## config.mk

```make
export PLATFORM = sky130hd
export DESIGN_NAME = display_scan_controller
export DESIGN_NICKNAME = d
export VERILOG_FILES = /design/src/rtl/display_scan_controller.sv
export SDC_FILE = /design/constraint.sdc
export NUM_CORES = 1
export LEC_CHECK = 0
export CAP_MARGIN = 20
export CORE_MARGIN = 5
export CORE_UTILIZATION = 45
export DETAILED_ROUTE_END_ITERATION = 8
export GPL_ROUTABILITY_DRIVEN = 1
export PLACE_DENSITY = 0.8
export SLEW_MARGIN = 20
export SYNTH_ARGS = -nofsm -noshare
export SYNTH_HDL_FRONTEND = slang
export SYNTH_SLANG_ARGS = --single-unit
```

## constraint.sdc

```tcl
create_clock -name clk -period 3.4 [get_ports clk]
set_input_delay 0.34 -clock clk [delete_from_list [all_inputs] [get_ports clk]]
set_output_delay 0.34 -clock clk [all_outputs]
set_load 0.02 [all_outputs]
```

## src/rtl/display_scan_controller.sv

```systemverilog
// display_scan_controller
//   Time-multiplexes an 8-digit seven-segment display. Each digit owns a
//   fixed slot of REFRESH_DIV cycles. The slot opens with BLANK_CYCLES of
//   all-anodes-off, which lets the nibble mux and decoder settle after sel
//   moves. The remainder of the slot drives that digit's anode if its
//   digit_en bit is set.
//
//   Ports
//     clk        system clock, rising edge
//     reset      synchronous, active-high
//     enable     1 = scan runs, 0 = dark display, digit position held
//     digit_en   per-digit enable mask, bit n = digit n
//     sel        registered digit select to the 8:1 nibble mux
//     anode      registered active-low anode drive, at most one bit low
//     scan_tick  one-cycle pulse on the cycle sel advances
module display_scan_controller #(
  parameter int REFRESH_DIV  = 12500,
  parameter int BLANK_CYCLES = 16,
  parameter int CNT_W        = $clog2(REFRESH_DIV)
) (
  input  logic       clk,
  input  logic       reset,
  input  logic       enable,
  input  logic [7:0] digit_en,
  output logic [2:0] sel,
  output logic [7:0] anode,
  output logic       scan_tick
);

  typedef enum logic [1:0] {
    IDLE,
    BLANK,
    SHOW
  } state_t;

  localparam logic [CNT_W-1:0] BLANK_LAST = CNT_W'(BLANK_CYCLES - 1);
  localparam logic [CNT_W-1:0] SLOT_LAST  = CNT_W'(REFRESH_DIV - 1);

  state_t           state_q, state_d;
  logic [CNT_W-1:0] cnt_q, cnt_d;
  logic [2:0]       sel_q, sel_d;
  logic [7:0]       anode_q, anode_d;
  logic             tick_q, tick_d;

  always_comb begin
    state_d = state_q;
    cnt_d   = cnt_q;
    sel_d   = sel_q;
    tick_d  = 1'b0;
    anode_d = 8'hFF;

    if (!enable) begin
      // Dropping enable parks the scan; the slot restarts from BLANK later.
      state_d = IDLE;
      cnt_d   = '0;
    end else begin
      unique case (state_q)
        IDLE: begin
          state_d = BLANK;
          cnt_d   = '0;
        end
        BLANK: begin
          cnt_d = cnt_q + 1'b1;
          if (cnt_q == BLANK_LAST) begin
            state_d = SHOW;
          end
        end
        SHOW: begin
          if (cnt_q == SLOT_LAST) begin
            // Slot boundary: sel moves on the same edge that enters BLANK,
            // so the mux path settles while the anodes are dark.
            state_d = BLANK;
            cnt_d   = '0;
            sel_d   = sel_q + 3'd1;
            tick_d  = 1'b1;
          end else begin
            cnt_d = cnt_q + 1'b1;
          end
        end
        default: begin
          state_d = IDLE;
          cnt_d   = '0;
        end
      endcase
    end

    // Anode is derived from the next state so the registered output lines
    // up with the state it belongs to; the mask is sampled every cycle.
    if (state_d == SHOW && digit_en[sel_d]) begin
      anode_d = ~(8'b1 << sel_d);
    end
  end

  always_ff @(posedge clk) begin
    if (reset) begin
      state_q <= IDLE;
      cnt_q   <= '0;
      sel_q   <= 3'd0;
      anode_q <= 8'hFF;
      tick_q  <= 1'b0;
    end else begin
      state_q <= state_d;
      cnt_q   <= cnt_d;
      sel_q   <= sel_d;
      anode_q <= anode_d;
      tick_q  <= tick_d;
    end
  end

  assign sel       = sel_q;
  assign anode     = anode_q;
  assign scan_tick = tick_q;

endmodule
```

==> results.md, run 1 <==
* Status: completed
* Antenna violations before repair at 0
* Die X at 66.0 um
* Rows at 20
* Final Hold Viols at 0
* Final period utilization at 0.670
* Die footprint at 4350 um^2
* Clock latency on the worst-skew pair at 0.33 ns
* EDFF count, synth at 0
* CP startpoint kind: flop
* Die Span Y at 66.0 um
* H-tree depth at 1
* Vias per inst at 5.54
* GRT overflow at 0
* Drt wl/cell at 14.6 um
* Final Max Slew Viols at 0
* TritonCTS Sinks at 28
* Worst Reg2Reg Path Length in Cells at 6
* Mapped Cells at 142
* Setup Skew at 0.00611 ns
* Hold Path Stages at 1
* Crit. End Element: flop
* CTS Buf Count at 3
* CP arrival at 2.51 ns
* CP Launch Point: sel[0]
* Area of the mapped netlist at 1410 um^2
* Nets at 183
* Hold Slack at 0.483 ns
* Post-cts resize count at 0
* Synth async-reset ratio at 0
* Worst stage delay on the critical path at 0.60 ns
* DRC Markers at 0
* Reg2Reg Launch Point: sel[0]
* Leakage at 0.617 nW
* CP required at 3.63 ns
* 1st-iter DRT viols at 54
* CTS tree: yes
* Post-synthesis sequential area ratio at 0.398
* Post-CTS Setup Bufs at 0
* Detailed placer's ending HPWL at 2.29 mm
* Slew Limit Headroom at 0.613
* Vias in the first global route at 1154
* Core Box Area at 3030 um^2
* Layout fillers at 274
* #FFs+latches synth at 28
* Port bufs at 22
* Detailed-route via count at 1158
* Pre-Repair DR Iteration Count at 4
* Critical path's top delay family: simple AND/OR/NAND/NOR gates
* Clk slew on worst S/H paths at 0.15 ns
* Critical Path Stages at 6
* First-pass GRT wire length at 5.07 mm
* Cell Chain, Critical Path: ha_1 > or4b_1 > nor4_4 > xor2_1 > a211oi_2 > nand3_1
* Area delta synth->final at 21.8%
* Gpl congestion at 0.935
* Primary FF master, synth: dfxtp_1
* Syn_nets at 159
* Cell Pwr Density at 335 nW/um^2
* CTS Buffer Depth at 2
* Routed Antenna Nets at 0
* Total track usage at 0.149
* Worst-margin pin slew at 0.581 ns
* Initial Util at 0.465
* VDD IR-drop max at 142 uV
* Hold path start: cnt_q[0]
* Mean post-synth cell area at 9.92 um^2
* Crit path buffers/inverters at 0
* Tightest Hold Check Type: flop to flop
* Ratio of cells with drive above 1 in the final layout at 0.139
* Max frequency at 439 MHz
* Unrepaired setup endpoints after global routing: no
* # setup viols final at 0
* Critical path class: flop to flop
* Worst-path fanout max at 9
* N_diodes at 0
* Hold_buf cts at 0
* Root Driver: clkbuf_4
* Yosys warns at 0
* Ports at 23
* # Max-Cap Violations at 0
* Slowest cell on crit path: dfxtp_1
* Final WL at 3.05 mm
* Synth cell types at 41
* Fin crit period at 2.28 ns
* TNS Setup at 0 ns
* Largest net degree at the start of global routing at 17
[worst register-to-register path: cells and delay by family (launching register included)]
| family | cells | cell delay [ns] |
|---|---|---|
| xor gates and xnor gates | 1 | 0.12 |
| DFF | 1 | 0.60 |
| and+or+nand+nor | 3 | 0.90 |
| adders and majority gates | 1 | 0.23 |
| AOI/OAI and AO/OA | 1 | 0.32 |
[routing by layer]
metal	up-vias	global-route usage	part of all wire
li1	556	-	-
met1	554	0.178	0.43
met5	-	0	0
met3	7	0.0289	0.065
met4	0	0.0787	0.022
met2	41	0.252	0.48
[kinds of logic after synthesis]
| logic type | share of synthesized area |
|---|---|
| AO/OA/AOI/OAI | 0.0995 |
| adder cells (fa/ha/maj) | 0.0533 |
| AND/OR/NAND/NOR | 0.279 |
| buffers and inverters | 0.0275 |
| flip-flops | 0.398 |
| XOR/XNOR | 0.0808 |
| multiplexers | 0.0622 |
[report_power, final]
group	internal, mW	switching (mW)
registers	0.329	0.00106
clock network	0.119	0.0992
logic	0.0154	0.0117
[per-stage QoR]
stage	total power [mW]	cells	setup slack (ns)	cell area, um^2	utilization
5_1_grt	0.599	209	0.963	1720	0.567
6_report	0.576	209	1.12	1720	0.567
4_1_cts	0.580	209	1.13	1720	0.567
3_5_place_dp	0.364	205	1.09	1660	0.550
3_3_place_gp	0.363	205	1.18	1660	0.550
2_1_floorplan	0.347	142	1.39	1410	-
[area by class of cell]
cell class                      count  area, um^2  share of cell area
Inverter                            5        18.8              0.0109
Sequential cell                    28         561               0.327
Clock inverter                      1        30.0              0.0175
Clock buffer                        3        22.5              0.0131
Tap cell                           44        55.1              0.0321
Multi-Input combinational cell    106         810               0.472
Timing Repair Buffer               22         220               0.128
[cells in the final DEF (no fill, tap or decap), types with 2 or more instances in the layout]
cell type	n
a21oi_1	5
and2_1	2
and3_1	4
clkbuf_4	3
clkdlybuf4s50_1	22
dfxtp_1	28
ha_1	6
inv_1	5
mux2_1	2
mux2i_1	2
mux4_2	2
nand2_1	9
nand3_1	12
nand4b_1	3
nor2_1	8
nor2_2	10
nor3_1	2
o21ai_0	3
or3_1	4
xnor2_1	5
xor2_1	8
[path summary, 6_finish.rpt]
check	to	slack (ns)
worst max-delay path	anode[0]	1.12
worst min-delay path	cnt_q[0]	0.48
worst max register to register	anode[0]	1.12
worst min register to register	cnt_q[0]	0.48
[cells in the mapped netlist (2+ instances only)]
library cell / instances / share of area
and3_1: 4 / 0.018
inv_1: 5 / 0.013
ha_1: 6 / 0.053
a21oi_1: 5 / 0.018
mux2_1: 2 / 0.016
mux2i_1: 2 / 0.014
xor2_1: 8 / 0.050
nand2_1: 9 / 0.024
and2_1: 2 / 0.0089
xnor2_1: 5 / 0.031
nor2_2: 10 / 0.044
nor3_1: 2 / 0.0071
mux4_2: 2 / 0.032
o21ai_0: 3 / 0.011
nor2_1: 8 / 0.021
dfxtp_1: 28 / 0.40
nand3_1: 12 / 0.043
nand4b_1: 3 / 0.019
or3_1: 4 / 0.018
[registers in the layout (all words and copies together) (netlist names)]
register	cells
cnt_q	14
anode	8
state_q	2
sel	3
scan_tick	1
(Power assumes the default switching activity.)
==> run 2, diff against run 1 <==
==> constraint.sdc (replaced) <==
create_clock -name clk -period 2.3 [get_ports clk]
set_input_delay 0.23 -clock clk [delete_from_list [all_inputs] [get_ports clk]]
set_output_delay 0.23 -clock clk [all_outputs]
set_load 0.02 [all_outputs]
==> results.md, run 2 (synthesis results as in run 1) <==
* Ports at 23 (unchanged)
* Hold_buf cts at 0 (unchanged)
* CP required at 2.52 ns (-1.11 ns)
* Clk slew on worst S/H paths at 0.15 ns (about the same)
* Port bufs at 22 (unchanged)
* Final period utilization at 0.927 (+0.257)
* Routed Antenna Nets at 0 (unchanged)
* Post-cts resize count at 0 (unchanged)
* Hold Path Stages at 2 (+1)
* Cell Pwr Density at 490 nW/um^2 (+46%)
* N_diodes at 0 (unchanged)
* Status: completed
* Worst-path fanout max at 4 (-5)
* Detailed-route via count at 1149 (-0.78%)
* # Max-Cap Violations at 0 (unchanged)
* DRC Markers at 0 (unchanged)
* Most frequent cells in the layout: dfxtp_1, clkdlybuf4s50_1, nand3_1
* Detailed placer's ending HPWL at 2.40 mm (+4.9%)
* Met3 routed WL at 197 um (unchanged)
* Antenna violations before repair at 0 (unchanged)
* Vias per inst at 5.42 (-2.2%)
* Root Driver: clkbuf_4
* Post-CTS Setup Bufs at 0 (unchanged)
* Final Power at 0.852 mW (+48%)
* CTS Buf Count at 3 (unchanged)
* Drt wl/cell at 14.3 um (-2.2%)
* TNS Setup at 0 ns (unchanged)
* Max frequency at 469 MHz (+6.9%)
* Commonest non-fill, non-tap cell in the layout: dfxtp_1
* Met2 wire length at 1.48 mm (about the same)
* Die Span Y at 66.0 um (unchanged)
* Tightest Hold Check Type: input pin to flop
* # setup viols final at 0 (unchanged)
* Critical path class: flop to flop
* Final Hold Viols at 0 (unchanged)
* Die footprint at 4350 um^2 (unchanged)
* Total track usage at 0.146 (-0.00350)
* Unrepaired setup endpoints after global routing: no
* M1 WL at 1.28 mm (-2.3%)
* First-pass GRT wire length at 4.97 mm (-2.0%)
* 1st-iter DRT viols at 41 (-24%)
* Final Max Slew Viols at 0 (unchanged)
* Core Box Area at 3030 um^2 (unchanged)
* Vias in the first global route at 1125 (-2.5%)
* H-tree depth at 1 (unchanged)
* Most flops, register: cnt_q
* Largest net degree at the start of global routing at 17 (unchanged)
* Clock latency on the worst-skew pair at 0.33 ns (about the same)
* Layout fillers at 260 (-5.1%)
* CTS tree: yes
* Initial Util at 0.465 (unchanged)
* Setup Skew at 0.00935 ns (+0.00324 ns)
* Top layer reached by signal wires: met4
* Rows at 20 (unchanged)
* Nets at 186 (+1.6%)
* Area delta synth->final at 23.4%
* Die X at 66.0 um (unchanged)
* Ratio of cells with drive above 1 in the final layout at 0.155 (+0.0154)
* Slew Limit Headroom at 0.705 (+0.0928)
* CP startpoint kind: flop
* Fin crit period at 2.13 ns (-0.147 ns)
* Gpl congestion at 0.905 (-3.3%)
* Worst-margin pin slew at 0.439 ns (-0.142 ns)
* CP arrival at 2.35 ns (-0.16 ns)
* CTS Buffer Depth at 2 (unchanged)
* Max reg flops at 14 (unchanged)
* GRT overflow at 0 (unchanged)
* Leakage at 0.631 nW (+2.3%)
* VDD IR-drop max at 320 uV (+130%)
* Pre-Repair DR Iteration Count at 4 (unchanged)
* TritonCTS Sinks at 28 (unchanged)
* Worst Reg2Reg Path Length in Cells at 7 (+1)
* Final WL at 3.02 mm (-0.79%)
* Crit. End Element: flop
[run 2: cell count changes in the layout (fill, tap and decap cells not counted)]
| cell | before | now |
|---|---|---|
| buf_4 | 0 | 3 |
[run 2: path summary, 6_finish.rpt]
path | start | endpoint | slack [ns]
max | state_q[0] | anode[0] | 0.17
min | digit_en[7] | anode[7] | 0.39
max reg2reg | state_q[0] | anode[0] | 0.17
min reg2reg | cnt_q[0] | cnt_q[0] | 0.47
[run 2: cell type report]
class / count / area, um^2 / share of cell area
multi-input cells: 106 / 810 / 0.465
flip-flops and latches: 28 / 561 / 0.322
inverters: 5 / 18.8 / 0.0108
clock buffers: 3 / 22.5 / 0.0129
well taps: 44 / 55.1 / 0.0317
clock inverters: 1 / 30.0 / 0.0173
repair buffers: 25 / 243 / 0.140
[run 2: metal layers]
metal  GRT usage  vias up
met4      0.0635        0
li1            -      563
met2       0.263       36
met3      0.0340        8
met5           0        -
met1       0.161      542
[run 2: power breakdown]
part | switching (mW) | internal (mW) | total (mW) | leakage (nW)
clock | 0.146 | 0.176 | 0.322 | 0.0279
sequential | 0.00138 | 0.486 | 0.488 | 0.226
combinational | 0.0180 | 0.0240 | 0.0420 | 0.377
total | 0.165 | 0.687 | 0.852 | 0.631
[run 2: through the flow]
stage               worst slack (ns)  std cells  instance area [um^2]  hold WS (ns)  utilization
floorplan                      0.289        142                  1410         0.299            -
global placement               0.286        208                  1690         0.436        0.557
detailed placement             0.211        208                  1690         0.441        0.557
CTS                            0.183        212                  1740         0.377        0.574
global route                  0.0258        212                  1740         0.399        0.574
finish                         0.169        212                  1740         0.390        0.574
[run 2: critical path, cell delays in order (launching register included)]
cell	delay (ns)
dfxtp_1	0.38
inv_1	0.12
ha_1	0.22
or4bb_1	0.55
nor4_4	0.20
xor2_1	0.12
a211oi_2	0.32
nand3_1	0.12
